--- src/rtl/uart_pkg.sv ---
// rtl/uart_pkg.sv - shared UART types and defaults (receiver, transmitter, baud generator)
package uart_pkg;

    localparam int UART_DATA_BITS   = 8;
    localparam int UART_SAMPLE_RATE = 16;

    typedef enum logic [2:0] {
        IDLE,
        START,
        DATA,
        PARITY,
        STOP,
        WAIT_IDLE
    } rx_state_t;

endpackage

--- src/rtl/uart_rx_if.sv ---
// rtl/uart_rx_if.sv - received-word interface from uart_rx to the command parser
interface uart_rx_if #(
    parameter int DATA_BITS = 8
);
    logic [DATA_BITS-1:0] data;
    logic                 data_valid;
    logic                 framing_error;
    logic                 parity_error;

    modport master (output data, output data_valid, output framing_error, output parity_error);
    modport slave  (input  data, input  data_valid, input  framing_error, input  parity_error);
endinterface

--- src/rtl/uart_sync.sv ---
// rtl/uart_sync.sv - multi-flop synchroniser for an async line that idles high
module uart_sync #(
    parameter int STAGES = 2
) (
    input  logic clock,
    input  logic reset_n,
    input  logic d,
    output logic q
);
    logic [STAGES-1:0] chain;

    always_ff @(posedge clock or negedge reset_n) begin
        if (!reset_n) begin
            chain <= '1;
        end else begin
            chain <= {chain[STAGES-2:0], d};
        end
    end

    assign q = chain[STAGES-1];
endmodule

--- src/rtl/uart_rx.sv ---
// rtl/uart_rx.sv - UART receiver, LSB first, stop-bit framing check; optional even parity via UART_RX_PARITY_EN
module uart_rx
    import uart_pkg::*;
#(
    parameter int DATA_BITS   = UART_DATA_BITS,
    parameter int SAMPLE_RATE = UART_SAMPLE_RATE,
    parameter int SYNC_STAGES = 2
) (
    input  logic        clock,
    input  logic        reset_n,
    input  logic        rx,
    input  logic        tick,
    output logic        start_rx,
    uart_rx_if.master   rx_word
);
    localparam int TW = $clog2(SAMPLE_RATE);
    localparam int BW = $clog2(DATA_BITS + 1);
    localparam logic [TW-1:0] HALF_M1  = TW'(SAMPLE_RATE / 2 - 1);
    localparam logic [TW-1:0] FULL_M1  = TW'(SAMPLE_RATE - 1);
    localparam logic [BW-1:0] LAST_BIT = BW'(DATA_BITS - 1);

    rx_state_t             state_q, state_d;
    logic [TW-1:0]         tick_cnt_q, tick_cnt_d;
    logic [BW-1:0]         bit_cnt_q, bit_cnt_d;
    logic [DATA_BITS-1:0]  shift_q, shift_d, data_q, data_d;
    logic                  rx_s, rx_prev_q;
    logic                  start_rx_q, start_rx_d;
    logic                  valid_q, valid_d, ferr_q, ferr_d, perr_q, perr_d;
    logic                  bit_end;
`ifdef UART_RX_PARITY_EN
    logic                  par_q, par_d;
`endif

    uart_sync #(.STAGES(SYNC_STAGES)) u_sync (
        .clock   (clock),
        .reset_n (reset_n),
        .d       (rx),
        .q       (rx_s)
    );

    assign bit_end = tick && (tick_cnt_q == FULL_M1);

    always_ff @(posedge clock or negedge reset_n) begin
        if (!reset_n) begin
            state_q    <= IDLE;
            tick_cnt_q <= '0;
            bit_cnt_q  <= '0;
            shift_q    <= '0;
            data_q     <= '0;
            rx_prev_q  <= 1'b1;
            start_rx_q <= 1'b0;
            valid_q    <= 1'b0;
            ferr_q     <= 1'b0;
            perr_q     <= 1'b0;
`ifdef UART_RX_PARITY_EN
            par_q      <= 1'b0;
`endif
        end else begin
            state_q    <= state_d;
            tick_cnt_q <= tick_cnt_d;
            bit_cnt_q  <= bit_cnt_d;
            shift_q    <= shift_d;
            data_q     <= data_d;
            rx_prev_q  <= rx_s;
            start_rx_q <= start_rx_d;
            valid_q    <= valid_d;
            ferr_q     <= ferr_d;
            perr_q     <= perr_d;
`ifdef UART_RX_PARITY_EN
            par_q      <= par_d;
`endif
        end
    end

    always_comb begin
        state_d    = state_q;
        tick_cnt_d = tick_cnt_q;
        bit_cnt_d  = bit_cnt_q;
        shift_d    = shift_q;
        data_d     = data_q;
        start_rx_d = 1'b0;
        valid_d    = 1'b0;
        ferr_d     = 1'b0;
        perr_d     = 1'b0;
`ifdef UART_RX_PARITY_EN
        par_d      = par_q;
`endif
        case (state_q)
            IDLE: begin
                if (rx_prev_q && !rx_s) begin
                    start_rx_d = 1'b1;
                    tick_cnt_d = '0;
                    bit_cnt_d  = '0;
                    state_d    = START;
                end
            end
            START: begin
                // Mid-start-bit re-check rejects short line glitches
                if (tick) begin
                    if (tick_cnt_q == HALF_M1) begin
                        tick_cnt_d = '0;
                        bit_cnt_d  = '0;
                        state_d    = rx_s ? IDLE : DATA;
                    end else begin
                        tick_cnt_d = tick_cnt_q + 1'b1;
                    end
                end
            end
            DATA: begin
                if (bit_end) begin
                    tick_cnt_d = '0;
                    shift_d    = {rx_s, shift_q[DATA_BITS-1:1]};
                    if (bit_cnt_q == LAST_BIT) begin
                        bit_cnt_d = '0;
`ifdef UART_RX_PARITY_EN
                        state_d   = PARITY;
`else
                        state_d   = STOP;
`endif
                    end else begin
                        bit_cnt_d = bit_cnt_q + 1'b1;
                    end
                end else if (tick) begin
                    tick_cnt_d = tick_cnt_q + 1'b1;
                end
            end
`ifdef UART_RX_PARITY_EN
            PARITY: begin
                if (bit_end) begin
                    tick_cnt_d = '0;
                    par_d      = rx_s;
                    state_d    = STOP;
                end else if (tick) begin
                    tick_cnt_d = tick_cnt_q + 1'b1;
                end
            end
`endif
            STOP: begin
                if (bit_end) begin
                    tick_cnt_d = '0;
                    if (rx_s) begin
                        data_d  = shift_q;
                        valid_d = 1'b1;
`ifdef UART_RX_PARITY_EN
                        perr_d  = (^shift_q) != par_q;
`endif
                        state_d = IDLE;
                    end else begin
                        ferr_d  = 1'b1;
                        state_d = WAIT_IDLE;
                    end
                end else if (tick) begin
                    tick_cnt_d = tick_cnt_q + 1'b1;
                end
            end
            WAIT_IDLE: begin
                // Held-low line (break) must release before a new start edge counts
                if (rx_s) begin
                    state_d = IDLE;
                end
            end
            default: begin
                state_d    = IDLE;
                tick_cnt_d = '0;
                bit_cnt_d  = '0;
            end
        endcase
    end

    assign start_rx              = start_rx_q;
    assign rx_word.data          = data_q;
    assign rx_word.data_valid    = valid_q;
    assign rx_word.framing_error = ferr_q;
    assign rx_word.parity_error  = perr_q;
endmodule

--- src/flat_wrapper.sv ---
// flat-port wrapper written by rule: the top's interface ports become plain ports
module uart_rx_flat import uart_pkg::*;
#(
    parameter int DATA_BITS   = UART_DATA_BITS,
    parameter int SAMPLE_RATE = UART_SAMPLE_RATE,
    parameter int SYNC_STAGES = 2
)
  (clock, reset_n, rx, tick, start_rx, rx_word_data, rx_word_data_valid, rx_word_framing_error, rx_word_parity_error);
  uart_rx_if #(.DATA_BITS(DATA_BITS)) rx_word_i ();
  input  logic clock;
  input  logic reset_n;
  input  logic rx;
  input  logic tick;
  output logic start_rx;
  output wire logic [$bits(rx_word_i.data)-1:0] rx_word_data;
  output wire logic [$bits(rx_word_i.data_valid)-1:0] rx_word_data_valid;
  output wire logic [$bits(rx_word_i.framing_error)-1:0] rx_word_framing_error;
  output wire logic [$bits(rx_word_i.parity_error)-1:0] rx_word_parity_error;
  assign rx_word_data = rx_word_i.data;
  assign rx_word_data_valid = rx_word_i.data_valid;
  assign rx_word_framing_error = rx_word_i.framing_error;
  assign rx_word_parity_error = rx_word_i.parity_error;
  uart_rx #(.DATA_BITS(DATA_BITS), .SAMPLE_RATE(SAMPLE_RATE), .SYNC_STAGES(SYNC_STAGES)) u_core (.clock(clock), .reset_n(reset_n), .rx(rx), .tick(tick), .start_rx(start_rx), .rx_word(rx_word_i));
endmodule
--- config.mk ---
export PLATFORM = sky130hd
export DESIGN_NAME = uart_rx_flat
export DESIGN_NICKNAME = d
export VERILOG_FILES = /design/src/rtl/uart_pkg.sv /design/src/rtl/uart_rx_if.sv /design/src/rtl/uart_sync.sv /design/src/rtl/uart_rx.sv /design/src/flat_wrapper.sv
export SDC_FILE = /design/constraint.sdc
export NUM_CORES = 1
export LEC_CHECK = 0
export ABC_CLOCK_PERIOD_IN_PS = 2200
export CORE_ASPECT_RATIO = 0.8
export CORE_MARGIN = 8
export CORE_UTILIZATION = 34
export DETAILED_ROUTE_END_ITERATION = 12
export GPL_ROUTABILITY_DRIVEN = 1
export PLACE_DENSITY_LB_ADDON = 0.12
export SLEW_MARGIN = 25
export SYNTH_ARGS = -nofsm -noshare
export SYNTH_HDL_FRONTEND = slang
export SYNTH_SLANG_ARGS = --single-unit
--- constraint.sdc ---
create_clock -name clock -period 2.2 [get_ports clock]
set_input_delay 0.66 -clock clock [delete_from_list [all_inputs] [get_ports clock]]
set_output_delay 0.66 -clock clock [all_outputs]
set_load 0.01 [all_outputs]
==> summary.md, run 1 <==
| Metric | Value |
|---|---|
| Clk sink count | 33 |
| Top post-synthesis cells by area | dfrtp_1, mux2_2, dfstp_2 |
| Largest net degree at the start of global routing | 34 |
| CP arrival | around 2.3 ns |
| EDFF count, synth | 0 |
| Ant diodes | 0 |
| Pleak | 0.885 nW |
| CP peak stage delay | 0.49 ns |
| RSZ-0062 raised after global routing | no |
| CTS tree | yes |
| Final Non-Filler Cells | roughly 220 |
| Row Count | 22 |
| Asr flop ratio synth | 100% |
| Distinct cells, synth | 47 |
| Hold WS | approximately 0.36 ns |
| Netlist Area Pre-Place | 1540 um^2 |
| Total die area | 6960 um^2 |
| Htree depth | 2 |
| Avg Cell Area, Syn | about 12 um^2 |
| P per Cell Area | 1070 nW/um^2 |
| Kind of end point of the critical path | flop |
| Core footprint | 4490 um^2 |
| Hpwl dp | 2.17 mm |
| DR vias/cell | 4.90 |
| Post-synthesis net count | 136 |
| Critical path's slowest cell | or4_1 |
| Maximum vdd drop | 0.000532 V |
| Count leader, synth | dfrtp_1 |
| Crit-path cells | clkdlybuf4s50_1 > and3b_2 > or4_1 > and2_4 > mux2_2 |
| Placed Cells incl. Taps | 213 |
| CP Data Required Time | 2.37 ns |
| Synth Area in Compound Gates | 9.73% |
| Area growth syn-to-layout | 27.0% |
| Run status | finished clean |
| Max-cap violations | 0 |
| TNS Setup | 0 ns |
| Antenna viol nets, final | 0 |
| Yosys top cell by area | dfrtp_1 |
| Share of layout cells above drive strength 1 | 31.7% |
| Router iterations before antenna repair | 4 |
| Final setup viols | 0 |
| Largest family of logic cells by synthesized area | simple AND/OR/NAND/NOR gates |
| IO buf count | 14 |
| Cell chosen for the clock root | clkbuf_8 |
| Global Route Usage Sum | 9.18% |
| Post-Syn Instances | 130 |
| Max-slew violation count | 0 |
| Clock-pin slew on the worst setup and hold paths | 0.07 ns |
| Vias in the first global route | 1077 |
| Starting Density | 34.4% |
| Fillcell total | roughly 440 |
| Final period util | 97.4% |
| Slew margin rel. | 52.9% |
| Mux cell area share after synthesis | 13.7% |
| Post-CTS Hold Buffers | 0 |
| CTS buffer count | 5 |
| Minimum clock period | roughly 2.1 ns |
| Syn. warnings | 0 |
| Global-route wire length before repair | 5.24 mm |
| Buf/Inv on CP | 1 |
| I/O pins | 16 |
| Clk_lat worst skew | 0.28 ns |
| CP max FO | 4 |
| Initial antenna violation count | 0 |
| DRC Markers | 0 |
| Hold Crit Class | flop to flop |
| Flip-flop and latch count after synthesis | 33 |
| Synth Area in XOR/XNOR | less than 1% |
| Vias | 1082 |
| Bufs on Longest Clock Path | 2 |
| Routed length per placed instance | 13.6 um |
| Detailed Route WL | 3.01 mm |
| Crit Path Class | input port to flop |
| Initial detailed-routing violation count | 38 |
| Post-synthesis sequential area ratio | a little over half |
| Height of the die | ~76 um |
| Post-synth top area share | about half |
| CP top delay family | simple AND/OR/NAND/NOR gates |
| Ys flop type | dfrtp_1 |
| FMAX | 467 MHz |
| Worst-margin pin slew | approximately 0.70 ns |
| CP startpoint kind | input port |
| Clock skew | ~0.0076 ns |
| Die W | 91.3 um |
| Nets | 166 |
| RD Place Congestion | 0.774 |
| Final hold violation count | 0 |
| Grt ovf | 0 |
| Area share of fa/ha/maj cells after synthesis | around 1.6% |
| Post-synthesis simple-gate area fraction | 18.2% |
| Top cells by count, synth | dfrtp_1, mux2_2, nor2_1 |
-- worst reg2reg max path, cell delays in order (launching register included) --
cell     delay, ns
dfrtp_1       0.51
or3b_1        0.43
a32o_2        0.31
or2_4         0.27
o41ai_2       0.31
-- cells by family (layout without fill, tap and decap cells) --
kind of cell / after synthesis / count (layout)
flip-flops: 33 / 33
buffers and inverters: 6 / 37
AO/OA/AOI/OAI: 21 / 21
AND/OR/NAND/NOR: 47 / 47
adder cells (fa/ha/maj): 2 / 2
other: 1 / 1
multiplexers: 19 / 19
XOR/XNOR: 1 / 1
-- layout make-up --
class	instances	area [um^2]	share of cell area, %
sequential	33	830	42.3
inverter	2	7.51	0.383
timing repair buffer	27	250	12.8
tap	60	75.1	3.83
clock inverter	3	46.3	2.36
clock buffer	5	68.8	3.51
multi-input combinational	91	682	34.8
-- sequential cells by signal, indices dropped and copies added (netlist names) --
register,count
u_core.u_sync.chain,2
u_core.rx_word.data,8
u_core.state_q,3
u_core.bit_cnt_q,4
u_core.rx_word.framing_error,1
u_core.tick_cnt_q,4
u_core.start_rx,1
u_core.rx_word.data_valid,1
u_core.rx_prev_q,1
u_core.shift_q,8
-- routing by layer --
metal | GRT usage (%) | up-vias | wire, um
li1 | - | 535 | -
met1 | 12.3 | 530 | 1520
met2 | 13.2 | 15 | 1320
met3 | 3.64 | 2 | 149
met4 | 2.45 | 0 | 13
met5 | 0 | - | 0
-- through the flow --
| step | utilization, % | setup WS [ns] | power, mW | cell area [um^2] |
|---|---|---|---|---|
| 5_1_grt | 43.7 | 0.0358 | 2.25 | 1960 |
| 6_report | 43.7 | 0.0573 | 2.09 | 1960 |
| 2_1_floorplan | - | 0.283 | 1.30 | 1540 |
| 4_1_cts | 43.6 | 0.0373 | 2.11 | 1960 |
| 3_3_place_gp | 41.0 | -0.200 | 1.50 | 1840 |
| 3_5_place_dp | 41.0 | -0.250 | 1.52 | 1840 |
-- power by group --
group / internal [mW] / switching (mW) / total (mW)
clock: 0.339 / 0.237 / 0.576
sequential: 0.708 / 0.126 / 0.833
combinational: 0.355 / 0.324 / 0.679
total: 1.40 / 0.687 / 2.09
-- final timing paths --
| path | slack (ns) | startpoint | to | depth (start not counted) |
|---|---|---|---|---|
| max | 0.06 | tick | u_core.tick_cnt_q[0] | 5 |
| min | 0.36 | u_core.u_sync.chain[0] | u_core.u_sync.chain[1] | 0 |
| max reg2reg | 0.28 | u_core.state_q[0] | u_core.bit_cnt_q[3] | 4 |
| min reg2reg | 0.36 | u_core.u_sync.chain[0] | u_core.u_sync.chain[1] | 0 |
| max in group asynchronous | 1.08 | reset_n | u_core.rx_prev_q | 2 |
| min in group asynchronous | 0.79 | reset_n | u_core.rx_word.data[5] | 2 |
-- layout by cell type, fill, tap and decap left out, drive strengths merged, types with 3 or more instances in the layout --
| cell | instances |
|---|---|
| nand2 | 7 |
| clkdlybuf4s50 | 14 |
| nand3b | 3 |
| clkbuf | 5 |
| nor2 | 11 |
| a21oi | 3 |
| buf | 13 |
| o21ai | 6 |
| nand3 | 3 |
| dfrtp | 30 |
| mux2 | 17 |
| nor3b | 3 |
| dfstp | 3 |
| nand2b | 4 |
-- timing repair --
item,in CTS,in global routing
setup buffers,0,0
endpoints found under the setup margin,0,1
gates resized for setup,0,1
No activity file was read; power rests on OpenSTA's default activity.
==> run 2, diff against run 1 <==
--- a/config.mk
+++ b/config.mk
@@ -6,7 +6,7 @@
 export NUM_CORES = 1
 export LEC_CHECK = 0
 export ABC_CLOCK_PERIOD_IN_PS = 2200
-export CORE_ASPECT_RATIO = 0.8
+export CORE_ASPECT_RATIO = 1.4
 export CORE_MARGIN = 8
 export CORE_UTILIZATION = 34
 export DETAILED_ROUTE_END_ITERATION = 12
==> run 2 against run 1 <==
Net effect:
- flip-flop and latch count is the same
- clock-buffer cell count rose by 1
- power up 1.3%
- die area up 0.24%
- critical endpoint unchanged
- largest power group unchanged
==> summary.md, run 2 (synthesis results as in run 1) <==
| Metric | Value |
|---|---|
| FMAX | 471 MHz |
| Final core utilization | 44.2% |
| Total die area | ~7000 um^2 |
| Row Count | 29 |
| Vias | between 1000 and 1500 |
| Initial antenna violation count | 0 |
| Share of layout cells above drive strength 1 | a little under a third |
| Antenna viol nets, final | 0 |
| Starting Density | between 30% and 40% |
| DR vias/cell | 4.85 |
| Kind of end point of the critical path | flop |
| Core footprint | about 4500 um^2 |
| Die W | 72.9 um |
| Final period util | a little over nine tenths |
| Vias in the first global route | 1145 |
| Run status | finished clean |
| Grt ovf | 0 |
| Hold Crit Class | flop to flop |
| Ant diodes | 0 |
| RD Place Congestion | 0.749 |
| Clock-pin slew on the worst setup and hold paths | around 0.07 ns |
| Sequential Power Share | 39.5% |
| Final hold violation count | 0 |
| Top Layer Used | met4 |
| RSZ-0062 raised after global routing | no |
| Commonest non-fill, non-tap cells in the layout | dfrtp_1, mux2_2, clkdlybuf4s50_1 |
| Clock skew | 0.00682 ns |
| Hpwl dp | 2.14 mm |
| IO buf count | 14 |
| P per Cell Area | 1070 nW/um^2 |
| I/O pins | 16 |
| Max-slew violation count | 0 |
| CTS tree | yes |
| Pleak | 0.889 nW |
| Nets | 167 |
| CP Data Required Time | 2.38 ns |
| Max-cap violations | 0 |
| Psw | 678 uW |
| Largest net degree at the start of global routing | 34 |
| Met3 WL | ~160 um |
| Post-CTS Setup Bufs | 0 |
| Switching part of the total | between 30% and 40% |
| Met1 Wirelength | 1.21 mm |
| Hold WS | 0.359 ns |
| CP startpoint kind | input port |
| Initial detailed-routing violation count | 32 |
| Htree depth | 2 |
| Clk_lat worst skew | 0.29 ns |
| Bufs on Longest Clock Path | 2 |
| CP arrival | 2.30 ns |
| Comb pwr share | roughly 32% |
| Power share of the clock group | 28.4% |
| Detailed Route WL | 2.98 mm |
| Metal2 WL | 1.56 mm |
| Int Pwr | 1.44 mW |
| Cell chosen for the clock root | clkbuf_8 |
| CTS buffer count | 5 |
| Commonest non-fill, non-tap cell in the layout | dfrtp_1 |
| Minimum clock period | 2.13 ns |
| Area growth syn-to-layout | 27.8% |
| DRC Markers | 0 |
| Final setup viols | 0 |
| Clk sink count | 33 |
| Post-CTS Hold Buffers | 0 |
| Crit Path Class | input port to flop |
| Global-route wire length before repair | between 5 and 6 mm |
| CTS resizes | 0 |
| Maximum vdd drop | a little under 0.0004 V |
| Global Route Usage Sum | 9.66% |
| Router iterations before antenna repair | 4 |
| Routed length per placed instance | 13.3 um |
| CP max FO | 5 |
| Height of the die | 95.7 um |
-- run 2: cell count changes in the layout (fill, tap and decap cells not counted) --
cell / change
buf_4: +1
and2_4: -1
clkbuf_8: +1
and2_1: +1
clkinv_4: -1
-- run 2: cell type report --
class                           instances  area (um^2)
Clock inverter                          2         37.5
Timing Repair Buffer                   28          258
Inverter                                2         7.51
Tap cell                               62         77.6
Sequential cell                        33          830
Clock buffer                            6         82.6
Fill cell                             433         2490
Multi-Input combinational cell         91          679
-- run 2: worst paths after layout --
| check | from | slack [ns] | end | cells after the start |
|---|---|---|---|---|
| worst max-delay path | tick | 0.07 | u_core.tick_cnt_q[0] | 5 |
| worst min-delay path | u_core.u_sync.chain[0] | 0.36 | u_core.u_sync.chain[1] | 0 |
| worst max register to register | u_core.state_q[2] | 0.26 | u_core.tick_cnt_q[0] | 4 |
| worst min register to register | u_core.u_sync.chain[0] | 0.36 | u_core.u_sync.chain[1] | 0 |
| max in group asynchronous | reset_n | 1.07 | u_core.u_sync.chain[0] | 2 |
| min in group asynchronous | reset_n | 0.78 | u_core.tick_cnt_q[2] | 2 |
-- run 2: layer usage --
| metal | GRT usage, % | vias up |
|---|---|---|
| met1 | 9.57 | 536 |
| met2 | 17.2 | 13 |
| met3 | 4.17 | 4 |
| met4 | 4.02 | 0 |
| li1 | - | 534 |
| met5 | 0 | - |
-- run 2: power groups by stage --
stage	Combinational (mW)	Clock, mW	Sequential, mW
global route	0.772	0.637	0.855
floorplan	0.511	0	0.788
detailed placement	0.691	0	0.845
CTS	0.694	0.622	0.833
global placement	0.687	0	0.845
finish	0.679	0.600	0.835
-- run 2: critical path, cell delays in order --
cell and delay (ns):
clkdlybuf4s50_1 0.46, and3b_2 0.21, or4_1 0.48, and2_1 0.22
mux2_2 0.27
-- run 2: stage by stage --
step           setup slack (ns)  std cells  power, mW  area (um^2)  setup TNS [ns]
3_3_place_gp             -0.209        216       1.53         1850           -3.18
3_5_place_dp             -0.236        216       1.54         1850           -3.54
6_report                 0.0747        224       2.11         1970               0
4_1_cts                  0.0747        224       2.15         1970               0
5_1_grt                  0.0104        224       2.26         1970               0
2_1_floorplan             0.283        130       1.30         1540               0
==> run 3, diff against run 2 <==
--- a/config.mk
+++ b/config.mk
@@ -16,3 +16,4 @@
 export SYNTH_ARGS = -nofsm -noshare
 export SYNTH_HDL_FRONTEND = slang
 export SYNTH_SLANG_ARGS = --single-unit
+export TNS_END_PERCENT = 10
==> results of run 3 <==
Same layout as run 2: the final DEF is identical, and so are final timing and power.
